File: config.mk
export PLATFORM = sky130hd
export DESIGN_NAME = net_tx_arbiter
export DESIGN_NICKNAME = d
export VERILOG_FILES = /design/src/rtl/net_tx_arbiter.sv
export SDC_FILE = /design/constraint.sdc
export NUM_CORES = 1
export LEC_CHECK = 0
export ABC_AREA = 1
export ABC_CLOCK_PERIOD_IN_PS = 5000
export CAP_MARGIN = 5
export CORE_AREA = 5 5 264 266
export CTS_CLUSTER_SIZE = 30
export DETAILED_ROUTE_END_ITERATION = 10
export DIE_AREA = 0 0 269 271
export PLACE_DENSITY_LB_ADDON = 0.05
export SLEW_MARGIN = 10
export SYNTH_ARGS = -nofsm -noshare
export SYNTH_HDL_FRONTEND = slang
export SYNTH_SLANG_ARGS = --single-unit
File: constraint.sdc
create_clock -name clk -period 5 [get_ports clk]
set_clock_uncertainty 0.2 [all_clocks]
set_input_delay 1 -clock clk [delete_from_list [all_inputs] [get_ports clk]]
set_output_delay 1 -clock clk [all_outputs]
set_load 0.005 [all_outputs]
File: src/rtl/net_tx_arbiter.sv
// net_tx_arbiter: round-robin arbiter sharing one serial tx framer between four requesters.
// Optional build macro NET_TX_ARB_PRIO_EN: channel 0 gets strict priority over channels 1-3.
module net_tx_arbiter #(
  parameter int IFG_CYCLES = 32,
  parameter int START_TMO  = 8,
  parameter int SEND_TMO   = 4096
) (
  input  logic         clk,
  input  logic         rst_n,
  input  logic [3:0]   req,
  input  logic [7:0]   req_dest,
  input  logic [15:0]  req_len,
  input  logic [511:0] req_data,
  input  logic [1:0]   my_id,
  output logic [3:0]   gnt,
  output logic         done,
  output logic         done_err,
  output logic         tx_start,
  output logic [3:0]   tx_addr,
  output logic [3:0]   tx_len,
  output logic [127:0] tx_data,
  input  logic         tx_busy,
  output logic [2:0]   arb_state
);
  localparam int NUM_CH = 4;

  typedef enum logic [2:0] {
    IDLE      = 3'd0,
    LOAD      = 3'd1,
    START     = 3'd2,
    WAIT_BUSY = 3'd3,
    SENDING   = 3'd4,
    REPORT    = 3'd5,
    GAP       = 3'd6
  } state_t;

  state_t       state, state_nxt;
  logic [15:0]  cnt;
  logic         err, err_nxt;
  logic [1:0]   ptr, gidx, win, idx;
  logic         win_vld;
  logic [1:0]   sel_dest;
  logic [3:0]   sel_len;
  logic [127:0] sel_data;

  // Descending scan so the closest channel after ptr is assigned last and wins.
  always_comb begin
    win     = '0;
    win_vld = 1'b0;
    idx     = '0;
    for (int k = NUM_CH; k >= 1; k--) begin
      idx = ptr + 2'(k);
`ifdef NET_TX_ARB_PRIO_EN
      if (req[idx] && idx != 2'd0) begin
        win     = idx;
        win_vld = 1'b1;
      end
`else
      if (req[idx]) begin
        win     = idx;
        win_vld = 1'b1;
      end
`endif
    end
`ifdef NET_TX_ARB_PRIO_EN
    if (req[0]) begin
      win     = 2'd0;
      win_vld = 1'b1;
    end
`endif
  end

  always_comb begin
    sel_dest = '0;
    sel_len  = '0;
    sel_data = '0;
    for (int i = 0; i < NUM_CH; i++) begin
      if (win == 2'(i)) begin
        sel_dest = req_dest[2*i +: 2];
        sel_len  = req_len[4*i +: 4];
        sel_data = req_data[128*i +: 128];
      end
    end
  end

  always_comb begin
    state_nxt = state;
    err_nxt   = err;
    case (state)
      IDLE:      if (win_vld && !tx_busy) state_nxt = LOAD;
      LOAD: begin
        err_nxt   = (tx_len == 4'd0);
        state_nxt = (tx_len == 4'd0) ? REPORT : START;
      end
      // Holds off the pulse if the framer is somehow still busy.
      START:     if (!tx_busy) state_nxt = WAIT_BUSY;
      WAIT_BUSY: begin
        if (tx_busy) state_nxt = SENDING;
        else if (cnt == 16'(START_TMO - 1)) begin
          state_nxt = REPORT;
          err_nxt   = 1'b1;
        end
      end
      SENDING: begin
        if (!tx_busy) begin
          state_nxt = REPORT;
          err_nxt   = 1'b0;
        end else if (cnt == 16'(SEND_TMO - 1)) begin
          state_nxt = REPORT;
          err_nxt   = 1'b1;
        end
      end
      REPORT:    state_nxt = GAP;
      GAP:       if (cnt == 16'(IFG_CYCLES - 1)) state_nxt = IDLE;
      default:   state_nxt = IDLE;
    endcase
  end

  always_ff @(posedge clk) begin
    if (!rst_n) begin
      state   <= IDLE;
      cnt     <= '0;
      err     <= 1'b0;
      ptr     <= 2'd3;
      gidx    <= '0;
      gnt     <= '0;
      tx_addr <= '0;
      tx_len  <= '0;
      tx_data <= '0;
    end else begin
      state <= state_nxt;
      err   <= err_nxt;
      // The tx_start cycle is the first cycle of the start-timeout window.
      if (state == IDLE || (state_nxt != state && !(state == START && state_nxt == WAIT_BUSY)))
        cnt <= '0;
      else
        cnt <= cnt + 16'd1;
      if (state == IDLE && state_nxt == LOAD) begin
        gidx    <= win;
        gnt     <= 4'(1) << win;
        tx_addr <= {sel_dest, my_id};
        tx_len  <= sel_len;
        tx_data <= sel_data;
      end
      if (state == REPORT) begin
        gnt <= '0;
`ifdef NET_TX_ARB_PRIO_EN
        if (gidx != 2'd0) ptr <= gidx;
`else
        ptr <= gidx;
`endif
      end
    end
  end

  assign tx_start  = (state == START) && !tx_busy;
  assign done      = (state == REPORT);
  assign done_err  = (state == REPORT) && err;
  assign arb_state = state;
endmodule
# == After elaboration in Yosys (flattened, before gate mapping) ==
# Index checks and enable logic that the tools add are counted.
# word_totals
regBits,164
inputBits,545
output_inout_bits,146
wordCells,95
# classes
n_addsub,4
order_cmp,4
eq_ne,18
shift,1
mux,42
n_bitwise,1
n_reduce_logical,16
# op_table
cell,n
$mux 128,4
$mux 3,8
$pmux 3 s7,1
$add 16x1->16 const B,1
$eq 16x12->1 const B,1
$eq 16x3->1 const B,1
$eq 16x5->1 const B,1
$mux 2,8
$mux 4,4
$lt 2x3->1 const B,4
$mux 1,12
$eq 3x2->1 const B,3
$eq 3x3->1 const B,3
$bmux 1 s2,4
$eq 3x1->1 const B,2
$logic_and 1x1->1,6
$add 2x2->2 const B,2
$eq 2x2->1 const B,2
$logic_not 4->1,1
$ne 2x2->1 const B,2
$reduce_and 4->1,1
$reduce_or 2->1,2
$shl 1x2->4 const A,1
$logic_not 3->1,1
10 further kinds,11

# == Logic depth before layout (Yosys ltp) ==
# depth
depth_word,15
mapped_depth,18
depth_no_buf,15

# == Least setup slack after synthesis ==
# OpenSTA, ideal clock, no wires.
# synth_path
path_type,input -> register
start,in req[1]
end,reg tx_data[45]
t_arrival_ns,2.269
t_required_ns,4.668
slack_ns,2.399
stages,16
cell_sequence,inv_1 > nand2_1 > nand3_1 > nand2_1 > inv_1 > nand2_1 > nand2_1 > nand2_2 > nand2_4 > buf_6 > buf_6 > buf_4 > o21bai_1 > nand3_1 > nand2_1 > a21oi_1
# synth_between
elab_chain_cells,11
word_cells_on_any_way,29
# synth_lines
item,line,text
from (decl),10,"input logic [3:0] req,"
$bmux 1 s2,59,if (req[idx]) begin
$mux 1 (not written as such),59,
$mux 1 or $mux 2 (tied branches) (4 in series),59,
$logic_and 1x1->1 or $logic_not 2->1 (tied branches),"90, 78",
$mux 3 or $mux 128 (tied branches),"90, 78",
$pmux 3 s7 or $mux 128 (tied branches),"89, 78",
$eq 3x1->1 or $mux 128 (tied branches),"138, 78",
$logic_and 1x1->1 or $mux 128 (tied branches),"138, 78",
to (signal assigned),143,tx_data <= sel_data;
to (decl),21,"output logic [127:0] tx_data,"
# Parallel ways exist; a longest one is shown, timed or not. The select of a mux whose other input is x is not followed.
# A chain may end at the register's enable or synchronous reset.

# == Worst setup path after layout ==
# layout_path
start,in req[0]
end,reg tx_data[59]
# The elaborated chain is that of the path after synthesis.

==> results.cfg <==
[run_status]
status = completed

[synth]
yosys_warnings = 0
syn-num-nets = 2489
synth-seq-cells = 164
synth_fa_ha_area_frac = 0.00107
synth_top_family_by_area = simple AND/OR/NAND/NOR gates
synth_compound_area_frac = 0.133
synth-xor-area-share = 0.00978
synth_mux_area_frac = 0
synthCells = 1943
synth.distinct_cells = 34
synth-simple-area-share = 0.434
ys_seq_area_frac = 0.282
syn_area_um2 = 11600
syn_avg_cell_area_um2 = 5.99

[place]
place_congestion = 0.855
place_inst = 3377
dpl.hpwl_mm = 54.3
place.port_buffers = 690
place_area_um2 = 19100

[route]
ant_nets = 0
wirelength_mm = 71.4
route.detailed.drc = 0
drtIter0Drc = 742
wl_per_cell_um = 20.9
dr.pass1.iters = 5
vias = 14800
vias_per_cell = 4.32

[floorplanning]
die_y_um = 271
dieArea_um2 = 72900
io_pins = 691
die_x_um = 269
core_area_um2 = 66800
rows = 95
start_util = 0.174

[power]
power_leakage_nw = 8.54
peakVddDrop_v = 0.000435
power.density_nw_per_um2 = 459

[layout]
fillCellCount = 7465
final_area_um2 = 19800
final_cell_count_no_fill = 3416
fin_util = 0.296
drive_gt1_frac = 0.0276
nets = 3069
syn2layout_area_growth_pct = 69.7

[grt]
grt_pass1_vias = 14900
grt_max_degree = 195
antenna_found_initial = 17
globalRouteOverflowTotal = 0
grt_first_pass_wirelength_mm = 101
grt_util_all_layers = 0.187

[worst_setup_path]
arrival_ns = 3.96
reg2reg_slack_ns = 1.63
crit_path_end_kind = register
startpoint = req[0]
critPathLaunchType = primary input
r2r-end = tx_data[59]$_SDFFE_PN0P_
endpoint = tx_data[59]$_SDFFE_PN0P_
crit_required_ns = 5.22
r2r_start = ptr[0]$_SDFFE_PN1P_
critPathKind = primary input to register
r2r_cells = 15
crit_fanout = 41

[clock_tree]
clkLatencyLatePin_ns = 0.48
htreeDepth = 4
cts_hold_buf = 0
cts_sinks = 164
clockBufferDepth = 2
cts_tree = built
root_buffer = clkbuf_16
cts_made_buffers = 17
cts_resized = 0
clkTransAtPathRegs_ns = 0.07
postCtsSetupBuffers = 0

[sta]
hold_violations = 0
fmax_mhz = 267
rsz0062_at_grt = no
setup_tns_ns = 0
period_needed_ns = 3.75
max_slew_margin = 0.205
finalSetupViolCount = 0
drv_slew = 0
fin_crit_sh = 0.749
worstMarginPinSlew_ns = 1.19

[worst_hold_path]
min_path_type = register to register

[flow_run]
drv_cap = 0
registers in the layout, summed over array words and instances (netlist names):
signal,cells
ptr,2
tx_addr,4
gidx,2
err,1
tx_data,128
tx_len,4
cnt,16
gnt,4
arb_state,3
synthesized netlist by cell type (all sizes together):
cell    number  area share
nand2      598        0.19
inv        234       0.076
nand3      215       0.093
dfxtp      164        0.28
nor2       117       0.039
a21oi      111       0.048
nand3b      96       0.062
buf         87       0.044
o21ai       78       0.034
nand4       76       0.041
o21bai      72       0.046
clkbuf      62       0.020
nor3         9      0.0043
xor2         9      0.0068
o211ai       5      0.0032
xnor2        4      0.0030
a31oi        2      0.0011
a211oi       1     0.00065
and3         1     0.00054
ha           1      0.0011
or2          1     0.00054
through the flow:
stage | total power [W] | worst slack, ns | hold WS [ns]
after floorplan | 0.00518 | 2.40 | 0.213
after global placement | 0.00778 | 0.723 | 0.229
after detailed placement | 0.00780 | 0.710 | 0.235
after CTS | 0.00929 | 1.25 | 0.245
after global routing | 0.00987 | 0.941 | 0.262
final | 0.00906 | 1.25 | 0.244
layout by cell type (no fill, tap or decap), drive strengths merged:
cell           Yosys  layout
buf               87      21
diode              0       7
a211oi             1       1
nor2             117     117
a21oi            111     111
o21bai            72      72
o211ai             5       5
nand3            215     215
clkinv             0       7
nand2            598     598
clkbuf            62      20
a31oi              2       2
inv              234     235
o21ai             78      78
clkdlybuf4s50      0     689
bufinv             0       2
and3               1       1
nand4             76      76
ha                 1       1
or2                1       1
clkinvlp           0       2
dfxtp            164     164
xor2               9       9
nand3b            96      96
xnor2              4       4
nor3               9       9
cells by family after synthesis:
logic type | Yosys count
AND/OR/NAND/NOR | 1113
buffers and inverters | 383
AO/OA/AOI/OAI | 269
flip-flops | 164
XOR/XNOR | 13
adder cells (fa/ha/maj) | 1
layout make-up:
| class | count | area (µm²) | share of cell area |
|---|---|---|---|
| multi-input combinational | 1396 | 6760 | 0.342 |
| antenna | 7 | 17.5 | 0.000887 |
| timing repair buffer | 710 | 7110 | 0.360 |
| clock inverter | 12 | 126 | 0.00640 |
| sequential | 164 | 3280 | 0.166 |
| tap | 873 | 1090 | 0.0553 |
| clock buffer | 20 | 467 | 0.0236 |
| inverter | 234 | 892 | 0.0452 |
layer usage:
metal / global-route usage / routed length (µm) / vias to the layer above
li1: - / - / 7417
met1: 0.211 / 28300 / 6897
met2: 0.345 / 37400 / 366
met3: 0.0567 / 4580 / 58
met4: 0.0388 / 914 / 22
met5: 0 / 158 / -
worst min-delay path by stage:
stage,from,endpoint,slack [ns],depth (start not counted)
floorplan,cnt[0]$_SDFF_PP0_,cnt[0]$_SDFF_PP0_,0.21,1
detailed placement,cnt[0]$_SDFF_PP0_,cnt[0]$_SDFF_PP0_,0.23,1
global route,cnt[0]$_SDFF_PP0_,cnt[0]$_SDFF_PP0_,0.26,1
CTS,cnt[0]$_SDFF_PP0_,cnt[0]$_SDFF_PP0_,0.25,1
finish,cnt[0]$_SDFF_PP0_,cnt[0]$_SDFF_PP0_,0.24,1
global placement,cnt[0]$_SDFF_PP0_,cnt[0]$_SDFF_PP0_,0.23,1
critical path, stage by stage:
cell and delay (ns):
clkdlybuf4s50_1 0.49, inv_1 0.06, nand2_1 0.08, nand3_1 0.10, nand2_1 0.09, inv_1 0.04, nand2_1 0.11, nand2_1 0.10
nand2_4 0.22, nand2_8 0.10, nor2_4 0.59, buf_4 0.58, nand2_1 0.12, nand3_1 0.11, nor2_1 0.04, nor2_1 0.08
where the power goes:
part / total [W] / internal (W) / switching (W)
registers: 0.00201 / 0.00176 / 0.000248
clock network: 0.00142 / 0.000774 / 0.000642
logic: 0.00564 / 0.00230 / 0.00334
total: 0.00906 / 0.00484 / 0.00423
(Power assumes the default switching activity.)
